===== src/rtl/mem_port_arbiter_pkg.sv =====
// Shared widths, FSM encodings and the 2:1 word select used by the memory-port arbiter.
// Pure definitions, no state.
// No flow control of its own.
package mem_port_arbiter_pkg;

    localparam int WORD = 32;

    typedef enum logic [1:0] {
        ST_IDLE = 2'd0,
        ST_BUSY = 2'd1,
        ST_DONE = 2'd2
    } state_t;

    // Same select the memory datapath uses: 0 picks fetch, 1 picks load/store.
    function automatic logic [WORD-1:0] word_sel2(input logic sel,
                                                  input logic [WORD-1:0] w0,
                                                  input logic [WORD-1:0] w1);
        return sel ? w1 : w0;
    endfunction

endpackage


===== src/rtl/mem_port_arbiter_if.sv =====
// Requester, bus and select signals of the memory-port arbiter.
// Wiring only, no latency.
// Handshakes are req/ack; the bus side holds its command until bus_ack.
interface mem_port_arbiter_if
    import mem_port_arbiter_pkg::*;
#(
    parameter int WORD = mem_port_arbiter_pkg::WORD
);
    logic            r0_req;
    logic [WORD-1:0] r0_addr;
    logic [WORD-1:0] r0_wdata;
    logic            r0_we;
    logic            r0_ack;
    logic [WORD-1:0] r0_rdata;

    logic            r1_req;
    logic [WORD-1:0] r1_addr;
    logic [WORD-1:0] r1_wdata;
    logic            r1_we;
    logic            r1_ack;
    logic [WORD-1:0] r1_rdata;

    logic            bus_req;
    logic [WORD-1:0] bus_addr;
    logic [WORD-1:0] bus_wdata;
    logic            bus_we;
    logic            bus_ack;
    logic [WORD-1:0] bus_rdata;

    logic            grant_sel;

    // master is the arbiter; slave is the requesters plus memory
    modport master (
        input  r0_req, r0_addr, r0_wdata, r0_we,
        input  r1_req, r1_addr, r1_wdata, r1_we,
        input  bus_ack, bus_rdata,
        output r0_ack, r0_rdata, r1_ack, r1_rdata,
        output bus_req, bus_addr, bus_wdata, bus_we, grant_sel
    );

    modport slave (
        output r0_req, r0_addr, r0_wdata, r0_we,
        output r1_req, r1_addr, r1_wdata, r1_we,
        output bus_ack, bus_rdata,
        input  r0_ack, r0_rdata, r1_ack, r1_rdata,
        input  bus_req, bus_addr, bus_wdata, bus_we, grant_sel
    );

endinterface


===== src/rtl/mem_port_arbiter_rr_pick2.sv =====
// Two-way round-robin pick: a lone request wins, a tie goes to the one not granted last.
// Combinational, zero latency.
// No backpressure; the caller decides when to act on the pick.
module rr_pick2 (
    input  logic req0,
    input  logic req1,
    input  logic last,
    output logic gnt_valid,
    output logic gnt_id
);

    assign gnt_valid = req0 | req1;
    assign gnt_id    = (req0 & req1) ? ~last : req1;

endmodule


===== src/rtl/mem_port_arbiter.sv =====
// Shares one memory port between fetch (0) and load/store (1) with round-robin grants.
// Latency: grant -> bus_req next cycle; bus_ack in k -> rX_ack/rX_rdata in k+1; idle again k+2.
// Backpressure: the granted command is held on the bus until bus_ack; the loser simply waits.
module mem_port_arbiter
    import mem_port_arbiter_pkg::*;
#(
    parameter int WORD = mem_port_arbiter_pkg::WORD
) (
    input  logic                clk,
    input  logic                rstn,
    mem_port_arbiter_if.master  port
);

    state_t          state;
    logic            last_grant;
    logic            pick_vld;
    logic            pick_id;
    logic [WORD-1:0] sel_addr;
    logic [WORD-1:0] sel_wdata;
    logic            sel_we;

    logic            bus_req_q, bus_we_q, grant_sel_q;
    logic [WORD-1:0] bus_addr_q, bus_wdata_q;
    logic            r0_ack_q, r1_ack_q;
    logic [WORD-1:0] r0_rdata_q, r1_rdata_q;

    rr_pick2 u_pick (
        .req0      (port.r0_req),
        .req1      (port.r1_req),
        .last      (last_grant),
        .gnt_valid (pick_vld),
        .gnt_id    (pick_id)
    );

    assign sel_addr  = word_sel2(pick_id, port.r0_addr,  port.r1_addr);
    assign sel_wdata = word_sel2(pick_id, port.r0_wdata, port.r1_wdata);
    assign sel_we    = pick_id ? port.r1_we : port.r0_we;

    always_ff @(posedge clk or negedge rstn) begin
        if (!rstn) begin
            state       <= ST_IDLE;
            last_grant  <= 1'b1;
            bus_req_q   <= 1'b0;
            bus_we_q    <= 1'b0;
            grant_sel_q <= 1'b0;
            bus_addr_q  <= '0;
            bus_wdata_q <= '0;
            r0_ack_q    <= 1'b0;
            r1_ack_q    <= 1'b0;
            r0_rdata_q  <= '0;
            r1_rdata_q  <= '0;
        end else begin
            r0_ack_q <= 1'b0;
            r1_ack_q <= 1'b0;
            case (state)
                ST_IDLE: begin
                    if (pick_vld) begin
                        bus_addr_q  <= sel_addr;
                        bus_wdata_q <= sel_wdata;
                        bus_we_q    <= sel_we;
                        grant_sel_q <= pick_id;
                        last_grant  <= pick_id;
                        bus_req_q   <= 1'b1;
                        state       <= ST_BUSY;
                    end
                end
                ST_BUSY: begin
                    // ack is raised here so it is visible during DONE, one cycle after bus_ack
                    if (port.bus_ack) begin
                        if (grant_sel_q) begin
                            r1_rdata_q <= port.bus_rdata;
                            r1_ack_q   <= 1'b1;
                        end else begin
                            r0_rdata_q <= port.bus_rdata;
                            r0_ack_q   <= 1'b1;
                        end
                        bus_req_q <= 1'b0;
                        state     <= ST_DONE;
                    end
                end
                ST_DONE: state <= ST_IDLE;
                default: state <= ST_IDLE;
            endcase
        end
    end

    assign port.bus_req   = bus_req_q;
    assign port.bus_addr  = bus_addr_q;
    assign port.bus_wdata = bus_wdata_q;
    assign port.bus_we    = bus_we_q;
    assign port.grant_sel = grant_sel_q;
    assign port.r0_ack    = r0_ack_q;
    assign port.r1_ack    = r1_ack_q;
    assign port.r0_rdata  = r0_rdata_q;
    assign port.r1_rdata  = r1_rdata_q;

endmodule


===== src/flat_wrapper.sv =====
// flat-port wrapper written by rule: the top's interface ports become plain ports
module mem_port_arbiter_flat import mem_port_arbiter_pkg::*;
#(
    parameter int WORD = mem_port_arbiter_pkg::WORD
)
  (clk, rstn, port_r0_req, port_r0_addr, port_r0_wdata, port_r0_we, port_r1_req, port_r1_addr, port_r1_wdata, port_r1_we, port_bus_ack, port_bus_rdata, port_r0_ack, port_r0_rdata, port_r1_ack, port_r1_rdata, port_bus_req, port_bus_addr, port_bus_wdata, port_bus_we, port_grant_sel);
  mem_port_arbiter_if #(.WORD(WORD)) port_i ();
  input  logic clk;
  input  logic rstn;
  input wire logic [$bits(port_i.r0_req)-1:0] port_r0_req;
  input wire logic [$bits(port_i.r0_addr)-1:0] port_r0_addr;
  input wire logic [$bits(port_i.r0_wdata)-1:0] port_r0_wdata;
  input wire logic [$bits(port_i.r0_we)-1:0] port_r0_we;
  input wire logic [$bits(port_i.r1_req)-1:0] port_r1_req;
  input wire logic [$bits(port_i.r1_addr)-1:0] port_r1_addr;
  input wire logic [$bits(port_i.r1_wdata)-1:0] port_r1_wdata;
  input wire logic [$bits(port_i.r1_we)-1:0] port_r1_we;
  input wire logic [$bits(port_i.bus_ack)-1:0] port_bus_ack;
  input wire logic [$bits(port_i.bus_rdata)-1:0] port_bus_rdata;
  output wire logic [$bits(port_i.r0_ack)-1:0] port_r0_ack;
  output wire logic [$bits(port_i.r0_rdata)-1:0] port_r0_rdata;
  output wire logic [$bits(port_i.r1_ack)-1:0] port_r1_ack;
  output wire logic [$bits(port_i.r1_rdata)-1:0] port_r1_rdata;
  output wire logic [$bits(port_i.bus_req)-1:0] port_bus_req;
  output wire logic [$bits(port_i.bus_addr)-1:0] port_bus_addr;
  output wire logic [$bits(port_i.bus_wdata)-1:0] port_bus_wdata;
  output wire logic [$bits(port_i.bus_we)-1:0] port_bus_we;
  output wire logic [$bits(port_i.grant_sel)-1:0] port_grant_sel;
  assign port_i.r0_req = port_r0_req;
  assign port_i.r0_addr = port_r0_addr;
  assign port_i.r0_wdata = port_r0_wdata;
  assign port_i.r0_we = port_r0_we;
  assign port_i.r1_req = port_r1_req;
  assign port_i.r1_addr = port_r1_addr;
  assign port_i.r1_wdata = port_r1_wdata;
  assign port_i.r1_we = port_r1_we;
  assign port_i.bus_ack = port_bus_ack;
  assign port_i.bus_rdata = port_bus_rdata;
  assign port_r0_ack = port_i.r0_ack;
  assign port_r0_rdata = port_i.r0_rdata;
  assign port_r1_ack = port_i.r1_ack;
  assign port_r1_rdata = port_i.r1_rdata;
  assign port_bus_req = port_i.bus_req;
  assign port_bus_addr = port_i.bus_addr;
  assign port_bus_wdata = port_i.bus_wdata;
  assign port_bus_we = port_i.bus_we;
  assign port_grant_sel = port_i.grant_sel;
  mem_port_arbiter #(.WORD(WORD)) u_core (.clk(clk), .rstn(rstn), .port(port_i));
endmodule

===== config.mk =====
export PLATFORM = sky130hd
export DESIGN_NAME = mem_port_arbiter_flat
export DESIGN_NICKNAME = d
export VERILOG_FILES = /design/src/rtl/mem_port_arbiter_pkg.sv /design/src/rtl/mem_port_arbiter_if.sv /design/src/rtl/mem_port_arbiter_rr_pick2.sv /design/src/rtl/mem_port_arbiter.sv /design/src/flat_wrapper.sv
export SDC_FILE = /design/constraint.sdc
export NUM_CORES = 1
export LEC_CHECK = 0
export ABC_CLOCK_PERIOD_IN_PS = 3100
export CORE_ASPECT_RATIO = 0.75
export CORE_MARGIN = 3
export CORE_UTILIZATION = 37
export DETAILED_ROUTE_END_ITERATION = 6
export PLACE_DENSITY = 0.76
export REMOVE_ABC_BUFFERS = 1
export SLEW_MARGIN = 40
export SYNTH_ARGS = -nofsm -noshare
export SYNTH_HDL_FRONTEND = slang
export SYNTH_SLANG_ARGS = --single-unit

===== constraint.sdc =====
create_clock -name clk -period 3.1 [get_ports clk]
set_input_delay 0.465 -clock clk [delete_from_list [all_inputs] [get_ports clk]]
set_output_delay 0.465 -clock clk [all_outputs]
set_load 0.01 [all_outputs]

==> summary.md <==
| Metric | Value |
|---|---|
| Status | finished clean |
| Top layer in use | met4 |
| Final setup fails | 0 |
| Grt ovf | 0 |
| Skew-Pair Late Insertion Delay | 0.40 ns |
| Fin cells | around 900 |
| Yosys warns | 0 |
| Max cap viols | 0 |
| Clock Path Buffers | 2 |
| Drt pass-1 iters | 4 |
| Cell mode on critical path | mux2_2 |
| Met2 Wirelength | 8.71 mm |
| Slew Limit Fails | 0 |
| Dpl ws | between 0.6 and 0.7 ns |
| Share of layout cells above drive strength 1 | between 20% and 30% |
| Filler cells | 1,107 |
| Fin crit period | 2.06 ns |
| Arrival time at the worst endpoint | 2.35 ns |
| WL/cell | 18.8 um |
| First-pass GRT wire length | 25.3 mm |
| Site row count | 38 |
| Worst-path maximum fanout | 40 |
| CTS Buf Count | 17 |
| Most common cell after layout, fill and taps aside | clkdlybuf4s50_1 |
| Buf+Inv Stages, Crit Path | 2 |
| Crit-path slowest cell | clkdlybuf4s50_1 |
| H-Tree Depth | 4 |
| Met1 WL | around 6.3 mm |
| Largest net degree at the start of global routing | just under 70 |
| Starting density of the core | around two fifths |
| Crit. path cell count | 5 |
| Post-DRT Antenna Nets | 0 |
| Setup Fix Bufs, Post-CTS | 0 |
| Critical Path RT | about 3.4 ns |
| Placed Area | 9010 um2 |
| Final wirelength | 16.7 mm |
| Synth-to-Final Area Change | 65.5% |
| DP HPWL | about 12 mm |
| Commonest cells after routing, fill and taps aside | clkdlybuf4s50_1, mux2_2, dfrtp_1, mux2_1, clkbuf_16 |
| Post-route cell area | about 9600 um2 |
| Synth Register Bits | 136 |
| Post-cts resize count | 0 |
| # diodes | 0 |
| Final GP Congestion | 0.784 |
| Pwr dens | approximately 980 nW/um2 |
| Leakage | ~3.9 nW |
| Die X | around 150 um |
| Crit share post-route | 66.4% |
| CTS Hold Bufs | 0 |
| CTS tree | built |
| Setup tns final | 0 ns |
| Core area | between 10,000 and 15,000 um2 |
| Metal3 WL | between 1 and 1.5 mm |
| Fin. Hold Viols | 0 |
| Mapped Area | 5800 um2 |
| Kind of critical path | in -> reg |
| RSZ-0062 raised after global routing | false |
| Startpoint types | input pin |
| GRT Util Overall | 19.2% |
| DRT iter0 DRCs | 121 |
| Vias in the first global route | about 4,700 |
| Final nets | 838 |
| Seq/Total Area, Yosys | between 50 and 60% |
| Final Util | about 65% |
| Vias | ~4,200 |
| I/O Pins | 300 |
| Die area | between 15,000 and 20,000 um2 |
| Gate count of the mapped netlist | between 300 and 400 |
| CP cell instances | clkdlybuf4s50_1, a21bo_4, buf_4, mux2_2, mux2_2 |
| Max frequency | just under 0.5 GHz |
| Drt drc | 0 |
| IO buf count | 299 |
| Dpl cells | 852 |
| Clock skew | slightly above 0.007 ns |
| Clk slew on worst S/H paths | about 0.060 ns |
| Worst path max stage delay | 0.57 ns |
| Vias per inst | 4.78 |
| Avg Synthesized Cell Area | 15.9 um2 |
| Critical path capture point type | flop |
| Max VDD drop | 0.531 mV |
| Library cells used by synthesis | 18 |
| Worst slew pin tran | about 0.57 ns |
| Hold Path Class | in -> async |
| FF-to-FF path depth | 4 |
| Slew headroom | around 62% |
| Initial antenna violation count | 0 |
| TritonCTS Sinks | approximately 140 |
| Root buffer cell | clkbuf_16 |
| DIE HEIGHT | 114 um |
| Final WS setup | about 1.0 ns |
| Cell family with most CP delay | buffers and inverters |
==> per-stage QoR <==
step | total power [W] | hold WS [ns]
finish | 0.00943 | 0.0556
CTS | 0.00956 | 0.0545
global placement | 0.00734 | 0.467
detailed placement | 0.00750 | 0.482
global route | 0.00995 | 0.0772
floorplan | 0.00502 | 0.169
==> area by class of cell <==
cell class	count	area [um2]	area share (%)
sequential	136	3400	35.4
timing repair buffer	306	3070	31.9
multi-input combinational	208	2280	23.7
clock buffer	20	457	4.75
tap	200	250	2.60
clock inverter	12	140	1.46
inverter	2	7.51	0.0781
==> sequential cells by signal (all words and copies together), names as in the netlist <==
signal,count
u_core.port.bus_we,1
u_core.port.bus_req,1
u_core.port.bus_addr,32
u_core.port.r0_rdata,32
u_core.last_grant,1
u_core.port.bus_wdata,32
u_core.port.r1_ack,1
u_core.state,2
u_core.port.r1_rdata,32
u_core.port.r0_ack,1
u_core.port.grant_sel,1
==> metal layers <==
layer	vias to the layer above	global-route usage, %
met1	2110	21.4
met4	0	5.56
met5	-	0
li1	1923	-
met3	15	7.32
met2	177	34.2
==> power breakdown <==
part           internal (W)  total, W  switching, W
Combinational       0.00267   0.00426       0.00159
Clock               0.00124   0.00201      0.000777
Sequential          0.00269   0.00316      0.000471
==> path summary, 6_finish.rpt <==
check | startpoint | end | slack [ns]
setup / recovery | port_r0_req | u_core.port.bus_addr[10] | 1.04
hold / removal | rstn | u_core.port.r1_rdata[20] | 0.06
setup reg to reg | u_core.last_grant | u_core.port.bus_addr[10] | 1.16
hold reg to reg | u_core.port.bus_req | u_core.port.bus_req | 0.49
max in group asynchronous | rstn | u_core.last_grant | 2.10
min in group clk | u_core.port.bus_req | u_core.port.bus_req | 0.49
==> Yosys cell counts (all sizes together) <==
cell type,number,area (um2)
nor3,1,5.00
dfstp,1,26.3
buf,20,131
inv,2,7.51
nand3b,1,7.51
a21oi,1,5.00
a21o,1,7.51
a21bo,1,10.0
nand2,3,11.3
mux2,194,2180
a31oi,1,6.26
nor2,2,7.51
o21ai,2,10.0
dfrtp,135,3380
nand2b,1,6.26
==> cell families after synthesis <==
group,after synthesis,synth area share [%]
compound gates,6,0.668
buf+inv,22,2.39
flops,136,58.7
mux,194,37.6
simple gates,8,0.647
(Power assumes the default switching activity.)
